[config.mk]
export PLATFORM = sky130hd
export DESIGN_NAME = rx_dram_writer
export DESIGN_NICKNAME = d
export VERILOG_FILES = /design/src/rtl/rx_dram_writer.sv
export SDC_FILE = /design/constraint.sdc
export NUM_CORES = 1
export LEC_CHECK = 0
export CORE_MARGIN = 2
export CORE_UTILIZATION = 45
export CTS_BUF_LIST = sky130_fd_sc_hd__clkbuf_16
export CTS_CLUSTER_DIAMETER = 200
export CTS_CLUSTER_SIZE = 24
export DETAILED_ROUTE_END_ITERATION = 16
export PLACE_DENSITY = 0.79
export RECOVER_POWER = 50
export SYNTH_ARGS = -nofsm -noshare
export SYNTH_HDL_FRONTEND = slang
export SYNTH_SLANG_ARGS = --single-unit
[constraint.sdc]
create_clock -name DRAM_RD_clk -period 1.8 [get_ports DRAM_RD_clk]
set_input_delay 0.36 -clock DRAM_RD_clk [delete_from_list [all_inputs] [get_ports DRAM_RD_clk]]
set_output_delay 0.36 -clock DRAM_RD_clk [all_outputs]
set_load 0.02 [all_outputs]
[src/rtl/rx_dram_writer.sv]
`timescale 1ns/1ps
`default_nettype none
// +--------------------------------------------------------------------------+
// | rx_dram_writer: drains 128-word RX packets, packs 4x16b lanes per 64b     |
// | DRAM write, checks 0xDEAD/0xBEEF framing. Rev 1.0                         |
// +--------------------------------------------------------------------------+
module rx_dram_writer #(
  parameter int DATA_WIDTH   = 64,
  parameter int ADDR_WIDTH   = 25,
  parameter int BASE_ADDR    = 0,
  parameter int REGION_WORDS = 1048576,
  parameter int PKT_WORDS    = 128
) (
  input  logic                  DRAM_RD_clk,
  input  logic                  rst_n,
  input  logic                  Enable,
  input  logic                  Buffer_Data_Ready,
  input  logic                  RX_Buffer_empty,
  input  logic [15:0]           Buffer_RD_Data,
  output logic                  DRAM_RD_req,
  output logic                  DRAM_WR_req,
  output logic [ADDR_WIDTH-1:0] DRAM_WR_addr,
  output logic [DATA_WIDTH-1:0] DRAM_WR_data,
  input  logic                  DRAM_WR_waitrequest,
  output logic [31:0]           Pkt_Count,
  output logic [15:0]           Pkt_Err_Count,
  output logic                  Wrapped,
  output logic                  Busy
);

  localparam int                    c_wcnt_w    = $clog2(PKT_WORDS + 1);
  localparam logic [ADDR_WIDTH-1:0] c_base_addr = ADDR_WIDTH'(BASE_ADDR);
  localparam logic [ADDR_WIDTH-1:0] c_last_addr = ADDR_WIDTH'(BASE_ADDR + REGION_WORDS - 1);
  localparam logic [c_wcnt_w-1:0]   c_pkt_words = c_wcnt_w'(PKT_WORDS);
  localparam logic [c_wcnt_w-1:0]   c_last_word = c_wcnt_w'(PKT_WORDS - 1);

  typedef enum logic [2:0] {
    S_IDLE    = 3'd0,
    S_READ    = 3'd1,
    S_CAPTURE = 3'd2,
    S_WRITE   = 3'd3,
    S_DONE    = 3'd4
  } state_t;

  state_t                r_state;
  state_t                w_next;
  logic [c_wcnt_w-1:0]   r_word_cnt;
  logic [1:0]            r_lane;
  logic [DATA_WIDTH-1:0] r_data;
  logic [ADDR_WIDTH-1:0] r_addr;
  logic                  r_wrapped;
  logic                  r_busy;
  logic                  r_err_flag;
  logic [31:0]           r_pkt_cnt;
  logic [15:0]           r_err_cnt;
  logic                  w_rd_req;
  logic                  w_wr_req;
  logic                  w_accept;
  logic                  w_frame_bad;

  always_ff @(posedge DRAM_RD_clk or negedge rst_n) begin
    if (!rst_n) r_state <= S_IDLE;
    else        r_state <= w_next;
  end

  // A pop is only ever issued from READ with data present, so the upstream
  // buffer can never underflow even when it empties mid-packet.
  always_comb begin
    w_next   = r_state;
    w_rd_req = 1'b0;
    w_wr_req = 1'b0;
    case (r_state)
      S_IDLE: begin
        if (Enable && Buffer_Data_Ready && !RX_Buffer_empty) w_next = S_READ;
      end
      S_READ: begin
        if (!RX_Buffer_empty) begin
          w_rd_req = 1'b1;
          w_next   = S_CAPTURE;
        end
      end
      S_CAPTURE: w_next = (r_lane == 2'd3) ? S_WRITE : S_READ;
      S_WRITE: begin
        w_wr_req = 1'b1;
        if (!DRAM_WR_waitrequest) w_next = (r_word_cnt == c_pkt_words) ? S_DONE : S_READ;
      end
      S_DONE:  w_next = S_IDLE;
      default: w_next = S_IDLE;
    endcase
  end

  assign w_accept    = (r_state == S_WRITE) && !DRAM_WR_waitrequest;
  assign w_frame_bad = ((r_word_cnt == '0)          && (Buffer_RD_Data != 16'hDEAD)) ||
                       ((r_word_cnt == c_last_word) && (Buffer_RD_Data != 16'hBEEF));

  always_ff @(posedge DRAM_RD_clk or negedge rst_n) begin
    if (!rst_n) begin
      r_word_cnt <= '0;
      r_lane     <= 2'd0;
      r_data     <= '0;
      r_addr     <= c_base_addr;
      r_wrapped  <= 1'b0;
      r_busy     <= 1'b0;
      r_err_flag <= 1'b0;
      r_pkt_cnt  <= 32'd0;
      r_err_cnt  <= 16'd0;
    end else begin
      case (r_state)
        S_IDLE: begin
          if (w_next == S_READ) begin
            r_busy     <= 1'b1;
            r_err_flag <= 1'b0;
            r_word_cnt <= '0;
            r_lane     <= 2'd0;
          end
        end
        S_CAPTURE: begin
          r_data[{r_lane, 4'b0000} +: 16] <= Buffer_RD_Data;
          r_word_cnt <= r_word_cnt + 1'b1;
          r_lane     <= r_lane + 1'b1;
          if (w_frame_bad) r_err_flag <= 1'b1;
        end
        S_WRITE: begin
          if (w_accept) begin
            if (r_addr == c_last_addr) begin
              r_addr    <= c_base_addr;
              r_wrapped <= 1'b1;
            end else begin
              r_addr <= r_addr + 1'b1;
            end
          end
        end
        S_DONE: begin
          r_pkt_cnt <= r_pkt_cnt + 32'd1;
          if (r_err_flag && (r_err_cnt != 16'hFFFF)) r_err_cnt <= r_err_cnt + 16'd1;
          r_busy <= 1'b0;
        end
        default: ;
      endcase
    end
  end

  assign DRAM_RD_req   = w_rd_req;
  assign DRAM_WR_req   = w_wr_req;
  assign DRAM_WR_addr  = r_addr;
  assign DRAM_WR_data  = r_data;
  assign Pkt_Count     = r_pkt_cnt;
  assign Pkt_Err_Count = r_err_cnt;
  assign Wrapped       = r_wrapped;
  assign Busy          = r_busy;

endmodule
`default_nettype wire

==> summary.log <==
[die] Floorplan Core Area 15200 µm²
[synth] post-synthesis instance area 6990 µm²
[worst_hold_path] min-delay worst type reg -> reg
[synth] number of nets in the synthesized netlist 742
[timing] final hold viol count 0
[drt] WL/cell 16.7 µm
[worst_setup_path] count of buffering cells on the critical path with inverters included 0
[worst_setup_path] required time worst endpoint 2.17 ns
[worst_setup_path] number of cells on the worst reg-to-reg path 4
[worst_setup_path] Critical Path Source Type flop
[synth] number of enable flip-flop cells after synthesis 0
[place] last weighted congestion value of the routability-driven placer 0.890
[timing] Final Worst Setup Slack -0.0516 ns
[layout] share of final-layout standard cells stronger than drive strength 1 0.181
[timing] worst rel slew slack 0.216
[clocking] buffer type at the clock tree root sky130_fd_sc_hd__clkbuf_16
[layout] final core utilization 0.658
[drt] via count 6237
[power] total power after layout 13.0 mW
[flow_run] count of max-cap constraint violations 0
[synth] ys async rst share 1.00
[clocking] number of clock buffers inserted by TritonCTS 17
[global_routing] global-route congestion overflow total 0
[run_status] violated checks negative setup slack
[power] sequential share of power 0.370
[clocking] H-tree Lvls 4
[layout] leading cell type in the layout, fill and taps excluded sky130_fd_sc_hd__nand2_1
[place] DP HPWL 13600 µm
[die] Die Area 16500 µm²
[drt] First DRT Iteration DRCs 372
[synth] mean area per synthesized cell 9.84 µm²
[worst_setup_path] CP Depth 4
[timing] share of the cycle needed by the critical path after routing 1.03
[synth] most common flop cell mapped by yosys sky130_fd_sc_hd__dfrtp_1
[drt] residual antenna-violating net count after detailed routing 0
[worst_setup_path] worst setup path class reg -> reg
[power] P per Cell Area 1300 nW/µm²
[place] Setup Slack @ Placement -0.317 ns
[die] Die Wd 129 µm
[synth] Synth warnings 0
[drt] DRC violation count after routing 0
[power] P_sw 4.82 mW
[global_routing] first-pass GRT wire length 30400 µm
[worst_setup_path] Max stage delay cell, worst path sky130_fd_sc_hd__or4b_4
[worst_setup_path] delay of the slowest cell on the worst path 0.53 ns
[layout] leading cell types in the layout, fill and taps excluded sky130_fd_sc_hd__nand2_1 (165), sky130_fd_sc_hd__dfrtp_1 (144), sky130_fd_sc_hd__buf_4 (84), sky130_fd_sc_hd__o21ai_0 (73), sky130_fd_sc_hd__dlygate4sd2_1 (70)
[power] Sw Share 0.370
[synth] largest cells by area after synthesis sky130_fd_sc_hd__dfrtp_1 (55%), sky130_fd_sc_hd__nand2_1 (8.9%), sky130_fd_sc_hd__o21ai_0 (5.5%)
[die] starting utilization of the core area 0.460
[drt] number of optimization iterations in the first detailed-route pass 5
[clocking] later-pin clock latency in the skew report 0.43 ns
[timing] final critical path time including I/O delays and setup 1.85 ns
[timing] count of endpoints failing setup in the final report 11
[worst_setup_path] kind of capture point of the worst setup path flop
[worst_setup_path] endpoint arrival time on the critical path 2.22 ns
[worst_setup_path] maximum fanout along the worst path 7
[clocking] Sink Count 153
[synth] register bit total from synthesis 153
[global_routing] vias in the first global route 6016
[layout] final layout net count 992
[timing] total negative setup slack -0.416 ns
[place] Port Buf Inserts 162
[synth] fraction of the yosys area taken by sequential cells 0.548
[worst_setup_path] cell family with most CP delay simple AND/OR/NAND/NOR gates
[power] Internal Power 8.23 mW
[die] boundary pin count 163
[layout] Layout area overhead 43.2%
[layout] number of antenna diodes 0
[timing] setup skew after layout 0.0107 ns
[clocking] maximum clock insertion buffer count 2
[synth] most area-hungry cell type in the Yosys netlist sky130_fd_sc_hd__dfrtp_1
[run_status] status finished with violations
[power] static leakage power 4.69 nW
[die] vertical die dimension 129 µm
[clocking] clock tree from TritonCTS built
[global_routing] maximum number of pins on one net before global-route repair 47
[drt] total detailed-routing wirelength 19400 µm
[synth] number of distinct library cell variants in the gate-level netlist after synthesis 49
[clocking] CTS clk-pin slew, worst paths 0.06 ns
[drt] mean number of vias per cell 5.37
[power] maximum resistive drop on vdd 1.17 mV
[power] combinational fraction of design power 0.347
[global_routing] global-route usage over all layers 0.234
[timing] final count of pins violating max slew 0
[worst_setup_path] sequence of cells on the critical path or4b_4, or4_4, nor2_4, or2_2
[timing] RSZ-0062 raised after global routing true
[timing] Worst Max-Slew Pin Slew 1.18 ns
[synth] Cells after Synth 710
[worst_hold_path] cell count of the worst hold path 1
[synth] fraction of synthesized cell area taken by the top area cell type 0.548
[timing] maximum operating frequency 540 MHz
[global_routing] antenna violations before repair 0
[power] clock share of power 0.283
[die] placement row count 45
## registers in the layout (all words and copies together) (netlist names)
name / count
DRAM_WR_data: 64
Wrapped: 1
r_err_flag: 1
Pkt_Err_Count: 16
DRAM_WR_addr: 25
Pkt_Count: 32
r_state: 3
r_word_cnt: 8
Busy: 1
r_lane: 2
## path summary, 6_finish.rpt
kind	startpoint	to	slack [ns]
min in group asynchronous	rst_n	Pkt_Err_Count[14]	0.71
max in group asynchronous	rst_n	DRAM_WR_data[55]	0.21
hold / removal	Pkt_Count[31]	Pkt_Count[31]	0.47
setup / recovery	DRAM_WR_addr[21]	Wrapped	-0.05
hold reg to reg	Pkt_Count[31]	Pkt_Count[31]	0.47
setup reg to reg	DRAM_WR_addr[21]	Wrapped	-0.05
## stage by stage
step / instances / instance area (µm²) / hold WS (ns)
6_report: 1161 / 10000 / 0.471
5_1_grt: 1161 / 10000 / 0.504
4_1_cts: 1156 / 10000 / 0.433
3_5_place_dp: 1123 / 9460 / 0.323
3_3_place_gp: 1123 / 9460 / 0.323
2_1_floorplan: 710 / 7020 / 0.0644
## per-layer routing
metal  global-route usage  up-vias  wire (µm)
met5                    0        -          0
met4               0.0908        0        461
met3               0.0478       35        899
met2                0.387      179       9720
met1                0.305     3060       8290
li1                     -     2963          -
## cell usage after synthesis (4+ instances only)
cell type                  number
sky130_fd_sc_hd__ha_1          10
sky130_fd_sc_hd__inv_1         16
sky130_fd_sc_hd__or2_2          6
sky130_fd_sc_hd__clkbuf_1      20
sky130_fd_sc_hd__nor3b_1        8
sky130_fd_sc_hd__nand2_1      165
sky130_fd_sc_hd__o22ai_1        4
sky130_fd_sc_hd__nand4_1       26
sky130_fd_sc_hd__o21ai_0       77
sky130_fd_sc_hd__a21oi_1        7
sky130_fd_sc_hd__nor3_1        16
sky130_fd_sc_hd__nand4b_1       4
sky130_fd_sc_hd__nand3_1       29
sky130_fd_sc_hd__and3_1         7
sky130_fd_sc_hd__or4_1          6
sky130_fd_sc_hd__nor4_1        14
sky130_fd_sc_hd__buf_2          5
sky130_fd_sc_hd__xnor2_1       40
sky130_fd_sc_hd__dfrtp_1      153
sky130_fd_sc_hd__xor2_1        25
sky130_fd_sc_hd__nor2_1        24
sky130_fd_sc_hd__and4_1         4
## power by group through the flow
stage	clock network [mW]	logic, mW	registers, mW
after floorplan	0	1.41	5.71
after global placement	0	4.59	4.84
after detailed placement	0	4.69	4.86
after CTS	3.74	4.65	4.81
after global routing	3.88	4.90	4.92
final	3.69	4.52	4.83
## logic make-up after synthesis
group / share of synthesized area
AND/OR/NAND/NOR: 0.239
flip-flops: 0.548
AO/OA/AOI/OAI: 0.0818
XOR/XNOR: 0.0815
buffers and inverters: 0.0261
adder cells (fa/ha/maj): 0.0179
multiplexers: 0.00627
## what timing repair did
item                       in CTS  in global routing
hold buffers                    1                  0
resized for setup              87                 57
pin swaps                       3                  6
gates cloned                    0                  1
setup endpoints to repair      79                 65
hold endpoints to repair       41                  0
setup buffers                   0                  4
## worst reg2reg max path, stage by stage, from the launching register on
cell,delay [ns]
sky130_fd_sc_hd__dfrtp_2,0.40
sky130_fd_sc_hd__or4b_4,0.53
sky130_fd_sc_hd__or4_4,0.51
sky130_fd_sc_hd__nor2_4,0.22
sky130_fd_sc_hd__or2_2,0.14
## final cells by class
cell class	instances	area, µm²
clock buffer	17	425
clock inverter	15	184
fill	1229	5190
inverter	16	60.1
multi-input combinational	514	3160
sequential	153	3840
tap	188	235
timing repair buffer	258	2110
Note: power is estimated with default switching activity, not from simulation.
